===== src/rtl/conv_pkg.sv =====
// conv_pkg -- definitions shared by the activation streamer blocks.
//   MatrixSizeBits   : width of the unpadded matrix side input
//   PaddingBits      : width of the border width input
//   streamer_state_t : streamer FSM state encoding
package conv_pkg;

  localparam int MatrixSizeBits = 14;
  localparam int PaddingBits    = 4;

  typedef enum logic [1:0] {
    IDLE   = 2'd0,
    STREAM = 2'd1,
    DRAIN  = 2'd2,
    DONE   = 2'd3
  } streamer_state_t;

endpackage


===== src/rtl/activation_streamer_if.sv =====
// activation_streamer_if -- activation memory read port.
//   mem_rd_en_o : read strobe from the streamer
//   mem_addr_o  : read address, meaningful while mem_rd_en_o is high
//   mem_data_i  : read data back to the streamer
// Handshake: there is no ready. The memory always accepts a strobe, and the
// data for a strobe in cycle t is valid on mem_data_i in cycle t+1 only.
// Modports: master = streamer side, slave = memory side.
interface activation_streamer_if #(
  parameter int N        = 16,
  parameter int AddrBits = 28
);
  logic                mem_rd_en_o;
  logic [AddrBits-1:0] mem_addr_o;
  logic [N-1:0]        mem_data_i;

  modport master (output mem_rd_en_o, output mem_addr_o, input mem_data_i);
  modport slave  (input mem_rd_en_o, input mem_addr_o, output mem_data_i);
endinterface


===== src/rtl/skid_register.sv =====
// skid_register -- one-entry holding register for the output beat.
//   clk, rst  : clock, asynchronous active-high reset
//   hold      : consumer pause; nothing leaves while high
//   in_valid  : beat arriving from the one-cycle stage
//   in_data   : that beat's data
//   out_valid : beat presented this cycle
//   out_data  : data of the presented beat
// The streamer stops issuing while hold is high, so at most one beat is ever
// in flight when a pause starts; one entry is therefore enough.
module skid_register #(
  parameter int W = 16
) (
  input  logic         clk,
  input  logic         rst,
  input  logic         hold,
  input  logic         in_valid,
  input  logic [W-1:0] in_data,
  output logic         out_valid,
  output logic [W-1:0] out_data
);
  logic         full;
  logic [W-1:0] held;

  always_ff @(posedge clk or posedge rst) begin
    if (rst) begin
      full <= 1'b0;
      held <= '0;
    end else if (hold) begin
      // Capture the in-flight beat; memory data is only valid for one cycle.
      if (in_valid) begin
        full <= 1'b1;
        held <= in_data;
      end
    end else begin
      full <= 1'b0;
    end
  end

  // When full and released, no new beat can arrive in the same cycle.
  assign out_valid = !hold && (full || in_valid);
  assign out_data  = full ? held : in_data;
endmodule


===== src/rtl/activation_streamer.sv =====
// activation_streamer -- streams one square activation matrix, row-major,
// optionally surrounded by a border of constant fill elements.
//   clk_i, rst_i  : clock, asynchronous active-high reset
//   start_i       : request one matrix (accepted in IDLE only)
//   matrix_size_i : unpadded side M;  padding_i : border width P
//   pad_fill_i    : border element value;  base_addr_i : address of (0,0)
//   hold_i        : consumer pause
//   mem           : activation memory read port (master)
//   data_o/valid_o: streamed beat;  busy_o : stream in progress
//   done_o        : one-cycle pulse after the final beat
//   dbg_state     : current FSM state
// Build option: define STREAMER_PADDING_EN to enable the border; otherwise
// padding_i and pad_fill_i are ignored and P is taken as 0.
module activation_streamer
  import conv_pkg::*;
#(
  parameter int MaxMatrixSize = 16383,
  parameter int N             = 16,
  parameter int AddrBits      = 28
) (
  input  logic                      clk_i,
  input  logic                      rst_i,
  input  logic                      start_i,
  input  logic [MatrixSizeBits-1:0] matrix_size_i,
  input  logic [PaddingBits-1:0]    padding_i,
  input  logic [N-1:0]              pad_fill_i,
  input  logic [AddrBits-1:0]       base_addr_i,
  input  logic                      hold_i,
  activation_streamer_if.master     mem,
  output logic [N-1:0]              data_o,
  output logic                      valid_o,
  output logic                      busy_o,
  output logic                      done_o,
  output streamer_state_t           dbg_state
);
  // Padded side is M + 2P; for the defaults this is 15 bits.
  localparam int SideBits = $clog2(MaxMatrixSize + 2 * ((1 << PaddingBits) - 1) + 1);

  streamer_state_t           state, state_next;
  logic [MatrixSizeBits-1:0] m_q;
  logic [AddrBits-1:0]       base_q, offset_q;
  logic [SideBits-1:0]       row_q, col_q, side;
  logic                      issue, interior, last_elem, last_int;
  logic                      pipe_v, stage_valid;
  logic [N-1:0]              stage_data, skid_data;

`ifdef STREAMER_PADDING_EN
  logic [PaddingBits-1:0] p_q;
  logic [N-1:0]           fill_q;
  logic                   pipe_border;
  logic [SideBits-1:0]    lo, hi;

  assign side     = SideBits'(m_q) + SideBits'({p_q, 1'b0});
  assign lo       = SideBits'(p_q);
  assign hi       = SideBits'(p_q) + SideBits'(m_q);
  assign interior = (row_q >= lo) && (row_q < hi) && (col_q >= lo) && (col_q < hi);
  assign last_int = (row_q == hi - SideBits'(1)) && (col_q == hi - SideBits'(1));

  always_ff @(posedge clk_i or posedge rst_i) begin
    if (rst_i) begin
      p_q         <= '0;
      fill_q      <= '0;
      pipe_border <= 1'b0;
    end else begin
      pipe_border <= !interior;
      if (state == IDLE && start_i) begin
        p_q    <= padding_i;
        fill_q <= pad_fill_i;
      end
    end
  end

  // Border beats ride the same stage as reads so ordering is preserved.
  assign stage_data = pipe_border ? fill_q : mem.mem_data_i;
`else
  logic unused_pad;
  assign unused_pad = ^{padding_i, pad_fill_i};
  assign side       = SideBits'(m_q);
  assign interior   = 1'b1;
  assign last_int   = last_elem;
  assign stage_data = mem.mem_data_i;
`endif

  assign issue     = (state == STREAM) && !hold_i;
  assign last_elem = (row_q == side - SideBits'(1)) && (col_q == side - SideBits'(1));

  assign mem.mem_rd_en_o = issue && interior;
  assign mem.mem_addr_o  = mem.mem_rd_en_o ? base_q + offset_q : '0;

  always_comb begin
    state_next = state;
    case (state)
      IDLE:    if (start_i) state_next = (matrix_size_i == '0) ? DONE : STREAM;
      STREAM:  if (issue && last_elem) state_next = DRAIN;
      // Issuing has stopped, so the next beat out is the final one.
      DRAIN:   if (valid_o) state_next = DONE;
      DONE:    state_next = IDLE;
      default: state_next = IDLE;
    endcase
  end

  always_ff @(posedge clk_i or posedge rst_i) begin
    if (rst_i) begin
      state    <= IDLE;
      m_q      <= '0;
      base_q   <= '0;
      offset_q <= '0;
      row_q    <= '0;
      col_q    <= '0;
      pipe_v   <= 1'b0;
    end else begin
      state  <= state_next;
      pipe_v <= issue;
      if (state == IDLE && start_i) begin
        m_q      <= matrix_size_i;
        base_q   <= base_addr_i;
        offset_q <= '0;
        row_q    <= '0;
        col_q    <= '0;
      end else if (issue) begin
        // Offset returns to 0 after the last interior read instead of
        // stepping past M*M-1.
        if (interior) offset_q <= last_int ? '0 : offset_q + AddrBits'(1);
        if (col_q == side - SideBits'(1)) begin
          col_q <= '0;
          row_q <= last_elem ? '0 : row_q + SideBits'(1);
        end else begin
          col_q <= col_q + SideBits'(1);
        end
      end
    end
  end

  skid_register #(.W(N)) u_skid (
    .clk       (clk_i),
    .rst       (rst_i),
    .hold      (hold_i),
    .in_valid  (pipe_v),
    .in_data   (stage_data),
    .out_valid (stage_valid),
    .out_data  (skid_data)
  );

  assign valid_o   = stage_valid;
  assign data_o    = stage_valid ? skid_data : '0;
  assign busy_o    = (state != IDLE);
  assign done_o    = (state == DONE);
  assign dbg_state = state;
endmodule


===== src/flat_wrapper.sv =====
// flat-port wrapper written by rule: the top's interface ports become plain ports
module activation_streamer_flat import conv_pkg::*;
#(
  parameter int MaxMatrixSize = 16383,
  parameter int N             = 16,
  parameter int AddrBits      = 28
)
  (clk_i, rst_i, start_i, matrix_size_i, padding_i, pad_fill_i, base_addr_i, hold_i, data_o, valid_o, busy_o, done_o, dbg_state, mem_mem_rd_en_o, mem_mem_addr_o, mem_mem_data_i);
  activation_streamer_if #(.N(N), .AddrBits(AddrBits)) mem_i ();
  input  logic clk_i;
  input  logic rst_i;
  input  logic start_i;
  input  logic [MatrixSizeBits-1:0] matrix_size_i;
  input  logic [PaddingBits-1:0] padding_i;
  input  logic [N-1:0] pad_fill_i;
  input  logic [AddrBits-1:0] base_addr_i;
  input  logic hold_i;
  output logic [N-1:0] data_o;
  output logic valid_o;
  output logic busy_o;
  output logic done_o;
  output streamer_state_t dbg_state;
  output wire logic [$bits(mem_i.mem_rd_en_o)-1:0] mem_mem_rd_en_o;
  output wire logic [$bits(mem_i.mem_addr_o)-1:0] mem_mem_addr_o;
  input wire logic [$bits(mem_i.mem_data_i)-1:0] mem_mem_data_i;
  assign mem_mem_rd_en_o = mem_i.mem_rd_en_o;
  assign mem_mem_addr_o = mem_i.mem_addr_o;
  assign mem_i.mem_data_i = mem_mem_data_i;
  activation_streamer #(.MaxMatrixSize(MaxMatrixSize), .N(N), .AddrBits(AddrBits)) u_core (.clk_i(clk_i), .rst_i(rst_i), .start_i(start_i), .matrix_size_i(matrix_size_i), .padding_i(padding_i), .pad_fill_i(pad_fill_i), .base_addr_i(base_addr_i), .hold_i(hold_i), .mem(mem_i), .data_o(data_o), .valid_o(valid_o), .busy_o(busy_o), .done_o(done_o), .dbg_state(dbg_state));
endmodule

===== config.mk =====
export PLATFORM = sky130hd
export DESIGN_NAME = activation_streamer_flat
export DESIGN_NICKNAME = d
export VERILOG_FILES = /design/src/rtl/conv_pkg.sv /design/src/rtl/activation_streamer_if.sv /design/src/rtl/skid_register.sv /design/src/rtl/activation_streamer.sv /design/src/flat_wrapper.sv
export SDC_FILE = /design/constraint.sdc
export NUM_CORES = 1
export LEC_CHECK = 0
export BUFFER_PORTS_ARGS = -buffer_cell sky130_fd_sc_hd__buf_2
export CAP_MARGIN = 10
export CORE_MARGIN = 8
export CORE_UTILIZATION = 40
export CTS_CLUSTER_DIAMETER = 30
export DETAILED_ROUTE_END_ITERATION = 8
export PLACE_DENSITY = 0.64
export SYNTH_ARGS = -nofsm -noshare
export SYNTH_HDL_FRONTEND = slang
export SYNTH_SLANG_ARGS = --single-unit

===== constraint.sdc =====
create_clock -name clk_i -period 3.56 [get_ports clk_i]
set_clock_uncertainty 0.05 [all_clocks]
set_input_delay 0.356 -clock clk_i [delete_from_list [all_inputs] [get_ports clk_i]]
set_output_delay 0.356 -clock clk_i [all_outputs]
set_load 0.1 [all_outputs]

# Word level (Yosys, flattened, before mapping)
# Index checks and enable logic that the tools add are counted.
# totals
reg_bits	120
in_bits	82
out_inout_bits	50
# op_classes
addsub	5
eq_ne	9
muxes	20
reduce_logical	15
# ops
operator	n
two-way mux 28 bit	4
two-way mux 15 bit	7
two-way mux 16 bit	2
adder 15 x 1 -> 15 bit, second input constant	2
== test 15 bit	2
adder 28 x 1 -> 28 bit, second input constant	1
adder 28 bit	1
subtractor 14 x 1 -> 15 bit, second input constant	1
zero test 14 bit	1
two-way mux 2 bit	4
case mux 2 bit (4 select lines)	1
nonzero test 2 bit	3
logical AND 1 bit	5
== test 2 bit, second input constant	2
!= test 2 x 1 -> 1 bit, second input constant	2
!= test 2 bit, second input constant	2
AND reduction 2 bit	2
AND reduction 3 bit	1
== test 2 x 1 -> 1 bit, second input constant	1
zero test 2 bit	1
two-way mux 1 bit	2
zero test 1 bit	1
logical OR 1 bit	1

# Longest topological paths before layout
# depth
depth_word	7
ltp_mapped	15

# Cells and area by module
# A second synthesis with hierarchy kept.
# hier_totals
hier_cells	931
area_unflattened_um2	8144.1
# by_module_without_submodules
mod	n_inst	cells_each	area_each_um2	seq_area_each_um2
activation_streamer	1	874	7255.7	2577.5
skid_register	1	57	888.4	425.4

# Worst setup path after synthesis
# OpenSTA, ideal clock, no wires.
# synth_timing
kind	flip-flop to output port
start	reg u_core.state[0] (netlist: u_core.dbg_state[0])
end	out mem_mem_addr_o[26]
t_arrival_ps	4343
slack_ps	-1189
path_stages_with_launch	7
n_path_buf	1
path_cell_list	dfrtp_1 -> ha_1 -> nand2b_1 -> clkinv_1 -> clkbuf_1 -> nand2_1 -> mux2i_1
# synth_between
elab_chain_cells	3
# synth_lines
item	line	rtl
start: declaration	activation_streamer.sv:39	streamer_state_t state, state_next;
start signal: assignment	activation_streamer.sv:112	state <= state_next;
== test 2 x 1 -> 1 bit	activation_streamer.sv:84	assign issue = (state == STREAM) && !hold_i;
logical AND 1 bit	activation_streamer.sv:84	
net mem_mem_rd_en_o	flat_wrapper.sv:23	output wire logic [$bits(mem_i.mem_rd_en_o)-1:0] mem_mem_rd_en_o;
two-way mux 28 bit	activation_streamer.sv:88	assign mem.mem_addr_o = mem.mem_rd_en_o ? base_q + offset_q : '0;
end: declaration	flat_wrapper.sv:24	output wire logic [$bits(mem_i.mem_addr_o)-1:0] mem_mem_addr_o;
# The timed path passes the listed nets, and every way through them passes these cells.

# Final worst setup path
# layout_timing
start	reg u_core.base_q[14]
end	out mem_mem_addr_o[23]
# layout_between
elab_chain_cells	2
# layout_lines
item	line	rtl
start: declaration	activation_streamer.sv:41	logic [AddrBits-1:0] base_q, offset_q;
start signal: assignment	activation_streamer.sv:116	base_q <= base_addr_i;
adder 28 bit	activation_streamer.sv:88	
two-way mux 28 bit	activation_streamer.sv:88	
# No other way between the ends.

==> results.cfg <==
[logic_synthesis]
ys_ff_latch = 120
netlist_area_um2 = 8440
synth_edf_count = 0
syn_avg_cell_area_um2 = 8.62
synthTopCellsByArea = dfrtp_1 (36%), nand2_1 (7.7%), ha_1 (5.3%), xor2_1 (4.3%), nor2_1 (4.0%)
synth_cell_types = 84
ys.warnings.count = 0
seq_area_frac_synth = 0.356
synth_ff_type = dfrtp_1
syn_nets = 1098
synthCells = 979
synth-async-reset-ratio = 1.00
synth_top_cell_area_share = 0.356
synth_top_area_cell = dfrtp_1

[global_route]
grt_pass1_wl_mm = 36.8
grt_antenna_before_repair = 1
grt.overflow.total = 0
grt_pass1_vias = 7282
grt_max_degree = 56
grt_use_total = 0.173

[setup_path]
reg2reg_depth = 12
regToRegSetupSlack_ns = 0.31
startpoint_type = register
r2r_start = u_core.m_q[1]$_DFFE_PP0P_
slowest_stage = a311o_1
end_kind = output pin
required_ns = 3.15
crit_chain = ha_4, a211oi_2, o21ai_1, a221o_1, nor3_2, a21oi_4, a311o_1, buf_4, xnor2_1, nor2_2, buf_12
slowest_delay_ns = 0.43
critical_path.max_fanout = 5
rr_endpoint = u_core.row_q[8]$_DFFE_PP0P_
crit_type = reg2out
worstPathArrival_ns = 3.25

[clocking]
cts_tree = done
cts.path.max_buffers = 2
cts_inserted_buffers = 17
clkSinkCount = 120
cts.htree.levels = 4
clock_latency_ns = 0.42
cts.reportedPaths.clkPinSlew_ns = 0.06
ctsRootBufferMaster = clkbuf_16

[sta]
period_share = 1.03
rsz0062_at_grt = true
finalMaxSlewViolations = 0
setup_viol = 3
hold_viol_final = 0
fin_setup_tns_ns = -0.193
min_period_ns = 3.66
setup_slack_ns = -0.0960
fmax_ghz = 0.274
tightest_slew_ns = 0.853
relSlewSlack = 0.426

[route]
num_vias = 7559
wl_mm = 22.4
vias_per_cell = 5.46
drc = 0
drtIter0Drc = 596
ant_nets = 0
wire_per_inst_um = 16.2
first_pass_iters = 6

[floorplan]
row_count = 53
die_area_um2 = 26000
start_util = 0.404
dieHeight_um = 161
core_um2 = 20900
die_w_um = 161
ios = 132

[final_layout]
fin_nets = 1217
fill_cells = 1989
fin_cells = 1385
area_growth_pct = 23.7
fin_area_um2 = 10400
drive_above_1_share = 0.257

[run]
cap_viol_max_count = 0

[power_and_ir_drop]
leakage_nw = 4.84
p_per_area_nw_per_um2 = 371
pwr-share-clk = 0.417
power_frac_seq = 0.399
irDropWorstVdd_mv = 0.337
internal_power_mw = 2.68
comb_power_share = 0.183
netSwitchingPower_mw = 1.19
total_power_mw = 3.87
p_sw_frac = 0.307

[placement]
dp_cells = 1341
port_buffers = 111
dp_hpwl_mm = 16.6
place_congestion = 0.899
place_area_um2 = 9580
pre_cts_ws_ns = 0.0490

[worst_hold_path]
hp-start = base_addr_i[17]
whs_endpoint = u_core.base_q[17]$_DFFE_PP0P_
hp-class = in2reg
hold_depth = 3

[status]
violations = setup timing
status = complete, but fails checks
## sequential cells by signal, indices dropped and copies added, names as in the netlist
register / cells
u_core.m_q: 14
u_core.u_skid.held: 16
u_core.dbg_state: 2
u_core.offset_q: 28
u_core.base_q: 28
u_core.row_q: 15
u_core.col_q: 15
u_core.pipe_v: 1
u_core.u_skid.full: 1
## per-stage QoR
step	utilization	hold WS [ns]
final	0.500	0.0769
after global routing	0.500	0.0725
after CTS	0.493	0.0694
after detailed placement	0.459	0.411
after global placement	0.459	0.412
after floorplan	-	0.400
## synth_stat cells (3+ instances only)
| library cell | count |
|---|---|
| o2bb2ai_1 | 13 |
| inv_1 | 23 |
| and4_1 | 4 |
| dfrtp_1 | 120 |
| o211ai_1 | 4 |
| ha_1 | 36 |
| a311oi_1 | 4 |
| xnor3_1 | 3 |
| xor2_1 | 41 |
| nand2_1 | 172 |
| o211a_1 | 3 |
| nand2b_1 | 15 |
| clkbuf_1 | 36 |
| nor4_1 | 10 |
| or2_2 | 7 |
| nor2b_1 | 13 |
| or3_1 | 9 |
| a21o_1 | 9 |
| buf_6 | 3 |
| nor2_1 | 90 |
| or4_1 | 3 |
| o221ai_1 | 3 |
| nand4_1 | 13 |
| buf_4 | 4 |
| nor3_1 | 24 |
| xnor2_1 | 33 |
| o31ai_1 | 4 |
| a311o_1 | 3 |
| a21oi_1 | 42 |
| buf_2 | 8 |
| and3b_1 | 3 |
| mux2i_1 | 21 |
| a211oi_1 | 6 |
| and3_1 | 22 |
| and2_1 | 8 |
| nand3_1 | 34 |
| mux2_2 | 18 |
| o21ai_0 | 23 |
| o22ai_1 | 3 |
| a21oi_2 | 8 |
| a31oi_1 | 20 |
| o21a_1 | 8 |
## what timing repair did
action	4_1_cts	5_1_grt
endpoints found under the setup margin	8	9
hold buffers	1	0
gates resized for setup	21	19
endpoints found under the hold margin	21	0
setup buffers	4	8
pin swaps	8	16
## final cells by class
cell class,instances,area (µm²),share of cell area
flip-flops and latches,120,3010,0.288
clock buffers,22,474,0.0454
inverters,24,93.8,0.00899
clock inverters,8,73.8,0.00707
diodes,1,2.50,0.000240
repair buffers,152,1070,0.102
multi-input cells,783,5380,0.515
well taps,275,344,0.0330
## worst max-delay path by stage
| stage | from | end | slack [ns] | cells past startpoint |
|---|---|---|---|---|
| floorplan | u_core.offset_q[0]$_DFFE_PP0P_ | mem_mem_addr_o[26] | -0.26 | 10 |
| global placement | u_core.offset_q[0]$_DFFE_PP0P_ | mem_mem_addr_o[26] | 0.06 | 11 |
| detailed placement | u_core.offset_q[0]$_DFFE_PP0P_ | mem_mem_addr_o[26] | 0.05 | 11 |
| CTS | u_core.offset_q[0]$_DFFE_PP0P_ | mem_mem_addr_o[26] | -0.03 | 11 |
| global route | u_core.offset_q[10]$_DFFE_PP0P_ | mem_mem_addr_o[23] | -0.16 | 11 |
| finish | u_core.base_q[14]$_DFFE_PP0P_ | mem_mem_addr_o[23] | -0.1 | 11 |
## critical path: cells and delay by family, from the launching register on
kind / cells / cell delay [ns]
adders and majority gates: 1 / 0.26
buffers and inverters: 2 / 0.36
DFF: 1 / 0.41
AOI/OAI and AO/OA: 5 / 1.27
xor gates and xnor gates: 1 / 0.12
and+or+nand+nor: 2 / 0.41
## cells in the final DEF, fill, tap and decap left out, drive strengths merged, types with 20 or more instances in the layout
cell	n
mux2i	21
a31oi	20
a21oi	51
clkbuf	24
dfrtp	120
o21ai	26
nor2	91
xor2	41
nand2	172
buf	149
inv	22
nand3	36
nor3	26
xnor2	33
and3	22
ha	36
## logic make-up (layout without fill, tap and decap cells)
logic type,count (synthesis),after routing,share of synthesized area
muxes,39,39,0.0489
DFF,120,120,0.356
other,0,1,0
AOI/OAI and AO/OA,184,184,0.154
buffers and inverters,76,206,0.0395
xor gates and xnor gates,77,77,0.0848
adders and majority gates,37,37,0.0558
and+or+nand+nor,446,446,0.261
## metal layers
metal,track usage,wire length [µm]
met1,0.228,10600
met2,0.279,10200
met3,0.0349,1040
met4,0.0589,541
met5,0,0
## power by group through the flow
stage	clock network (mW)	logic, mW	registers [mW]
after detailed placement	0	0.691	1.56
final	1.61	0.710	1.55
after floorplan	0	0.538	1.53
after CTS	1.65	0.709	1.54
after global placement	0	0.683	1.56
after global routing	1.72	0.769	1.56
Power figures use the tool's default switching activity.
